--- config.mk ---
export PLATFORM = sky130hd
export DESIGN_NAME = seq_shifter
export DESIGN_NICKNAME = d
export VERILOG_FILES = /design/src/rtl/shifter_pkg.sv /design/src/rtl/shift_step.sv /design/src/rtl/seq_shifter.sv
export SDC_FILE = /design/constraint.sdc
export NUM_CORES = 1
export LEC_CHECK = 0
export ABC_AREA = 1
export BUFFER_PORTS_ARGS = -buffer_cell sky130_fd_sc_hd__buf_2
export CELL_PAD_IN_SITES_DETAIL_PLACEMENT = 1
export CELL_PAD_IN_SITES_GLOBAL_PLACEMENT = 1
export CORE_MARGIN = 2
export CORE_UTILIZATION = 38
export DETAILED_ROUTE_END_ITERATION = 10
export PLACE_DENSITY_LB_ADDON = 0.1
export SETUP_SLACK_MARGIN = 0.05
export SLEW_MARGIN = 20
export SYNTH_ARGS = -nofsm -noshare
export SYNTH_HDL_FRONTEND = slang
export SYNTH_SLANG_ARGS = --single-unit
--- constraint.sdc ---
create_clock -name clk -period 3 [get_ports clk]
set_input_delay 0.6 -clock clk [delete_from_list [all_inputs] [get_ports clk]]
set_output_delay 0.6 -clock clk [all_outputs]
set_load 0.03 [all_outputs]
--- src/rtl/shifter_pkg.sv ---
// shifter_pkg
// Shared definitions for the multi-cycle shift unit.
//   MODE_*  : 2-bit shift mode codes carried on the mode input
//   state_t : controller state encoding (IDLE / SHIFT / DONE)
package shifter_pkg;

  localparam logic [1:0] MODE_LSL = 2'b00;
  localparam logic [1:0] MODE_LSR = 2'b01;
  localparam logic [1:0] MODE_ASR = 2'b10;
  localparam logic [1:0] MODE_ROR = 2'b11;

  typedef enum logic [1:0] {
    ST_IDLE  = 2'b00,
    ST_SHIFT = 2'b01,
    ST_DONE  = 2'b10
  } state_t;

endpackage

--- src/rtl/shift_step.sv ---
// shift_step
// Purely combinational single-bit shift step.
//   r_i    : current operand value
//   mode_i : shift mode (MODE_LSL / MODE_LSR / MODE_ASR / MODE_ROR)
//   r_o    : operand after one bit-position shift
//   out_o  : bit that leaves the operand during this step
module shift_step
  import shifter_pkg::*;
#(
  parameter int WIDTH = 16
) (
  input  logic [WIDTH-1:0] r_i,
  input  logic [1:0]       mode_i,
  output logic [WIDTH-1:0] r_o,
  output logic             out_o
);

  always_comb begin
    r_o   = r_i;
    out_o = 1'b0;
    case (mode_i)
      MODE_LSL: begin
        r_o   = {r_i[WIDTH-2:0], 1'b0};
        out_o = r_i[WIDTH-1];
      end
      MODE_LSR: begin
        r_o   = {1'b0, r_i[WIDTH-1:1]};
        out_o = r_i[0];
      end
      MODE_ASR: begin
        // Sign bit is replicated into the vacated MSB.
        r_o   = {r_i[WIDTH-1], r_i[WIDTH-1:1]};
        out_o = r_i[0];
      end
      MODE_ROR: begin
        r_o   = {r_i[0], r_i[WIDTH-1:1]};
        out_o = r_i[0];
      end
      default: begin
        r_o   = r_i;
        out_o = 1'b0;
      end
    endcase
  end

endmodule

--- src/rtl/seq_shifter.sv ---
// seq_shifter
// Multi-cycle variable-amount shifter, one bit position per clock.
// A start pulse in IDLE or DONE latches the operand, mode and amount;
// the unit then shifts for 'amount' cycles plus one cycle to detect
// completion, and pulses done for one cycle with the result on sout.
//   clk    : rising-edge clock
//   reset  : asynchronous active-high reset, clears all state
//   start  : request pulse, sampled only in IDLE or DONE
//   in     : operand, latched on an accepted start
//   mode   : 00 LSL, 01 LSR, 10 ASR, 11 ROR, latched with in
//   amount : shift count 0..WIDTH-1, latched with in
//   busy   : high while shifting
//   done   : one-cycle completion pulse
//   sout   : result, valid from done until the next accepted start
//   carry  : last bit shifted out (0 for a zero-amount shift)
module seq_shifter
  import shifter_pkg::*;
#(
  parameter int WIDTH = 16
) (
  input  logic                     clk,
  input  logic                     reset,
  input  logic                     start,
  input  logic [WIDTH-1:0]         in,
  input  logic [1:0]               mode,
  input  logic [$clog2(WIDTH)-1:0] amount,
  output logic                     busy,
  output logic                     done,
  output logic [WIDTH-1:0]         sout,
  output logic                     carry
);

  localparam int AMT_W = $clog2(WIDTH);

  state_t             state_q, state_d;
  logic [WIDTH-1:0]   r_q, r_d;
  logic [AMT_W-1:0]   cnt_q, cnt_d;
  logic [1:0]         mode_q, mode_d;
  logic               carry_q, carry_d;

  logic [WIDTH-1:0]   step_r;
  logic               step_out;

  shift_step #(
    .WIDTH (WIDTH)
  ) u_step (
    .r_i    (r_q),
    .mode_i (mode_q),
    .r_o    (step_r),
    .out_o  (step_out)
  );

  always_ff @(posedge clk or posedge reset) begin
    if (reset) begin
      state_q <= ST_IDLE;
      r_q     <= '0;
      cnt_q   <= '0;
      mode_q  <= MODE_LSL;
      carry_q <= 1'b0;
    end else begin
      state_q <= state_d;
      r_q     <= r_d;
      cnt_q   <= cnt_d;
      mode_q  <= mode_d;
      carry_q <= carry_d;
    end
  end

  always_comb begin
    state_d = state_q;
    r_d     = r_q;
    cnt_d   = cnt_q;
    mode_d  = mode_q;
    carry_d = carry_q;
    case (state_q)
      ST_IDLE, ST_DONE: begin
        // DONE accepts a new start directly so back-to-back operations
        // need no idle cycle in between.
        if (start) begin
          r_d     = in;
          cnt_d   = amount;
          mode_d  = mode;
          carry_d = 1'b0;
          state_d = ST_SHIFT;
        end else begin
          state_d = ST_IDLE;
        end
      end
      ST_SHIFT: begin
        // start is deliberately not looked at here.
        if (cnt_q != '0) begin
          r_d     = step_r;
          cnt_d   = cnt_q - AMT_W'(1);
          carry_d = step_out;
        end else begin
          state_d = ST_DONE;
        end
      end
      default: state_d = ST_IDLE;
    endcase
  end

  // Outputs decode straight from registers; no input reaches them combinationally.
  assign busy  = (state_q == ST_SHIFT);
  assign done  = (state_q == ST_DONE);
  assign sout  = r_q;
  assign carry = carry_q;

endmodule

==> results of run 1 <==
## final cells by class
| type | instances | area, um^2 | area share, % |
|---|---|---|---|
| clock buffer | 4 | 45.0 | 2.49 |
| tap | 50 | 62.6 | 3.46 |
| sequential | 25 | 626 | 34.6 |
| multi-input combinational | 174 | 747 | 41.3 |
| inverter | 30 | 115 | 6.36 |
| timing repair buffer | 43 | 215 | 11.9 |
## worst min-delay path by stage
stage / end / slack [ns]
6_report: mode_q[1] / 0.42
3_5_place_dp: sout[8] / 0.49
3_3_place_gp: carry / 0.46
2_1_floorplan: cnt_q[3] / 0.49
5_1_grt: mode_q[1] / 0.46
4_1_cts: sout[8] / 0.52
## metrics by stage
stage,utilization (%),cells
2_1_floorplan,-,238
3_3_place_gp,44.5,322
3_5_place_dp,44.5,322
4_1_cts,45.6,326
5_1_grt,45.6,326
6_report,45.6,326
## registers in the layout, indices dropped and copies added (netlist names)
| register | count |
|---|---|
| carry | 1 |
| mode_q | 2 |
| cnt_q | 4 |
| state_q | 2 |
| sout | 16 |
## per-layer routing
metal,share of wire [%],GRT usage (%)
met2,49,34.1
met4,0.66,3.75
met5,0,0
met1,47,25.5
met3,3.4,2.47
## synth_stat cells
library cell	n
o211ai_1	1
buf_4	5
nor2_1	7
buf_6	3
mux2_2	1
o21ai_0	3
nand2_2	1
a21oi_1	2
nand2_4	1
inv_4	1
nor2_8	1
nand3_1	20
ha_1	1
or2_2	1
nor2_4	1
nand2_1	129
buf_2	1
dfrtp_1	25
inv_1	26
o21ai_1	5
inv_2	3
## cell families after synthesis
kind of cell    share of synthesized area (%)
fa+ha+maj                               0.800
flops                                    40.0
buf+inv                                  12.2
compound gates                           3.68
simple gates                             42.6
mux                                     0.720
## power by group through the flow
stage / clock [mW] / sequential [mW] / combinational [mW]
finish: 0.206 / 0.657 / 1.51
global route: 0.227 / 0.683 / 1.74
CTS: 0.213 / 0.659 / 1.55
detailed placement: 0 / 0.666 / 1.54
global placement: 0 / 0.658 / 1.50
floorplan: 0 / 0.843 / 1.06
==> reports/summary.txt, run 1 <==
Status: completed
Clock Power Share: 8.7%
Crit. End Element: output port
Synthesized area per cell: 6.57 um^2
H-tree Lvls: 1
Chip width: 68.2 um
Buf/Inv on CP: 1
DR WL/cell: 12.5 um
Clk_lat worst skew: 0.27 ns
Finish-stage setup viols: 0
DRT antenna net count: 0
First-pass GRT wire length: 6820 um
Maximum vdd drop: 436 uV
Relative slew slack: 36.2%
GP Congestion: 0.697
Measured slew at the worst slew-check pin: 0.951 ns
Post-cts resize count: 0
Slew Limit Fails: 0
CP Data Required Time: 2.40 ns
Pre-antenna DRT Iters: 4
DRC: 0
Starting Density: 39.4%
Vias in the first global route: 1550
Post-synth top area share: 40.0%
CP peak stage delay: 0.46 ns
FMAX: 0.510 GHz
Power Dens Cells: 1310 nW/um^2
Synthesis Warnings: 0
Die ar.: 4650 um^2
Final nets: 303
Hold-fix buffers, CTS: 0
Setup TNS Final: 0 ns
Vias per inst: 4.75
Total GRT Usage: 19.4%
Crit. path cell count: 2
Post-synthesis sequential area ratio: 40.0%
Cell chain of the critical path: nor2_8, buf_2
Critical path endpoint: busy
Clk_skew: 0.00485 ns
Reg2reg path depth: 6
Ant. Diodes: 0
Clk root buf: clkbuf_8
Die Height: 68.2 um
Clk slew on worst S/H paths: 0.09 ns
Initial DRC Count: 71
Share of cells above drive strength 1: 20.3%
Most common cell after layout, fill and taps aside: nand2_1
Critical path startpoint: state_q[1]
Post-route minimum period: 1.96 ns
CP arrival: 1.36 ns
Dpl ws: 1.34 ns
Io pins: 44
Post-synthesis cell area: 1560 um^2
RR Startpoint: state_q[1]
Largest net degree at the start of global routing: 27
Final instance area: 1810 um^2
Hpwl dp: 2970 um
Dominant cell type by area after synthesis: dfrtp_1
Setup crit start kind: flip-flop
CP top delay family: flip-flops
Unique masters post-synth: 21
Commonest non-fill, non-tap cells in the layout: 129 x nand2_1, 43 x buf_2, 25 x inv_1, 25 x dfrtp_1, 20 x nand3_1
RSZ-0062 raised after global routing: no
Dpl cell area: 1770 um^2
CTS tree: yes
Post-Syn Instances: 238
Core Box Area: 3970 um^2
Vias: 1550
Slowest stage cell, crit path: dfrtp_1
Capturing point of the worst reg2reg path: carry
Sink Count: 25
Fill cells: 555
Drt total wl: 4070 um
Min Hold Slack: 0.415 ns
Syn nets: 264
Cts bufs inserted: 3
Flop-to-flop setup slack: 1.36 ns
Cell Int Power: 1.05 mW
Final hold violation count: 0
Site Rows: 23
Fin crit share: 65.4%
PnR worst setup slack: 1.04 ns
Postcts setup bufs: 0
GRT overflow: 0
Switching fraction of total power: 55.7%
Initial antenna violation count: 0
Max cap viols: 0
IO Port Bufs: 43
Leak pwr: 1.10 nW
Net Switching: 1.32 mW
Sequential Power Share: 27.7%
Gate power share: 63.6%
P&R area growth vs syn: 15.8%
Largest fanout on the critical path: 26
HP Class: input port to async pin
#FFs+latches synth: 25
Power, Total: 2.37 mW
WS Path Type: flip-flop to output port
Clock tree buffer depth: 2
Area contributors post-synth: dfrtp_1 40%, nand2_1 31%, nand3_1 6.4%
(Power assumes the default switching activity.)
==> inputs of run 2 (changes only) <==
CORE_UTILIZATION = 32   (was 38)
clock period = 1.7 ns   (was 3 ns; I/O delays follow)
==> run 2 against run 1 <==
Cell area grew 5.0%. Non-clock buffer count up 6. Combinational power is 94% higher. Hold slack got worse by 0.31 ns. Sequential share of layout area fell by 1.7 points. Critical path depth rose by 1. Clock-buffer cell count unchanged. Sequential power up 75%. Clock power is 80% higher. Critical path type unchanged. Critical endpoint unchanged. Highest routed layer unchanged.
==> reports/summary.txt, run 2 (synthesized netlist as in run 1, its figures left out) <==
FMAX: 0.686 GHz
Max reg flops: 16
Post-cts resize count: 0
Largest net degree at the start of global routing: 26
Leak pwr: 1.14 nW
Dpl ws: 0.274 ns
Sequential Power Share: 25.9%
PnR worst setup slack: 0.242 ns
Fin util: 40.3%
Starting Density: 33.1%
Clock Power Share: 8.3%
Initial DRC Count: 60
Drt total wl: 4250 um
Crit. End Element: output port
WS Path Type: flip-flop to output port
Largest fanout on the critical path: 4
Relative slew slack: 76.1%
CP peak stage delay: 0.41 ns
Io pins: 44
GRT overflow: 0
Clk slew on worst S/H paths: 0.10 ns
Global routing usage on met1: 24.2%
Site Rows: 25
Die Height: 73.9 um
P&R area growth vs syn: 21.6%
Multi-input logic area: 747 um^2
Met3 usage: 2.47%
IO Port Bufs: 43
DRT antenna net count: 0
GP Congestion: 0.734
Buf/Inv on CP: 2
Post-route minimum period: 1.46 ns
Clk_lat worst skew: 0.27 ns
Final hold violation count: 0
Max cap viols: 0
Cell chain of the critical path: inv_2, nor2_8, buf_2
DR WL/cell: 12.2 um
Core Box Area: 4720 um^2
Slew Limit Fails: 0
Power, Total: 4.45 mW
Most common cell after layout, fill and taps aside: nand2_1
Setup TNS Final: 0 ns
Pre-antenna DRT Iters: 4
Met2 Use GR: 27.4%
Fill cells: 653
Finish-stage setup viols: 0
Vias: 1526
Slowest stage cell, crit path: dfrtp_1
Maximum vdd drop: 675 uV
Sink Count: 25
Total GRT Usage: 17.1%
CP arrival: 1.12 ns
Ant. Diodes: 0
Die ar.: 5460 um^2
Commonest non-fill, non-tap cells in the layout: 129 x nand2_1, 43 x buf_2, 26 x inv_1
Gate power share: 65.8%
Flop-to-flop setup slack: 0.27 ns
H-tree Lvls: 1
CTS tree: yes
RSZ-0062 raised after global routing: no
Layer with the highest usage: met2
Fin crit share: 85.8%
Clk_skew: 0.00891 ns
Switching fraction of total power: 54.1%
FF+latch area: 626 um^2
Vias in the first global route: 1545
DRC: 0
First-pass GRT wire length: 7110 um
Power Dens Cells: 2340 nW/um^2
Measured slew at the worst slew-check pin: 0.358 ns
Initial antenna violation count: 0
Clk root buf: clkbuf_8
Net Switching: 2.41 mW
Cell Int Power: 2.04 mW
Cts bufs inserted: 3
Clock tree buffer depth: 2
Hpwl dp: 3090 um
Status: completed
CP Data Required Time: 1.36 ns
Share of cells above drive strength 1: 22.0%
CP top delay family: flip-flops
Setup crit start kind: flip-flop
Final nets: 309
HP Class: input port to async pin
Chip width: 73.9 um
Vias per inst: 4.37
[run 2: tightest hold or removal path, cell delays in order]
cell   delay [ns]
buf_2        0.10
inv_1        0.04
buf_4        0.32
[run 2: metal layers]
layer	share of wire, %	wire length (um)
met5	0	0
met4	1.1	47
met1	53	2250
met3	2.9	123
met2	43	1820
[run 2: through the flow]
stage / instance area [um^2] / hold WS (ns) / instances
2_1_floorplan: 1560 / 0.367 / 238
3_3_place_gp: 1830 / 0.418 / 343
3_5_place_dp: 1830 / 0.425 / 343
4_1_cts: 1870 / 0.124 / 347
5_1_grt: 1900 / 0.149 / 349
6_report: 1900 / 0.108 / 349
[run 2: final timing paths]
kind	to	start	cells after the start
setup / recovery	busy	state_q[0]	3
hold / removal	sout[6]	reset	3
hold reg to reg	sout[7]	sout[7]	2
min in group clk	mode_q[0]	mode[0]	2
max in group asynchronous	cnt_q[0]	reset	3
setup reg to reg	cnt_q[2]	cnt_q[0]	7
[run 2: layout make-up]
cell class / count / share of cell area [%]
inverters: 30 / 6.05
repair buffers: 49 / 15.0
multi-input cells: 174 / 39.3
clock buffers: 4 / 2.37
well taps: 67 / 4.41
flip-flops and latches: 25 / 32.9
[run 2: what timing repair did]
action | CTS | global route
buffers inserted | 0 | 2
setup endpoints to repair | 0 | 1
hold buffers | 0 | 0
[run 2: power by group through the flow]
stage,registers [mW],logic [mW],clock network [mW]
after floorplan,1.49,1.87,0
after global placement,1.17,2.82,0
after detailed placement,1.17,2.86,0
after CTS,1.16,2.88,0.382
after global routing,1.19,3.32,0.405
final,1.15,2.93,0.370
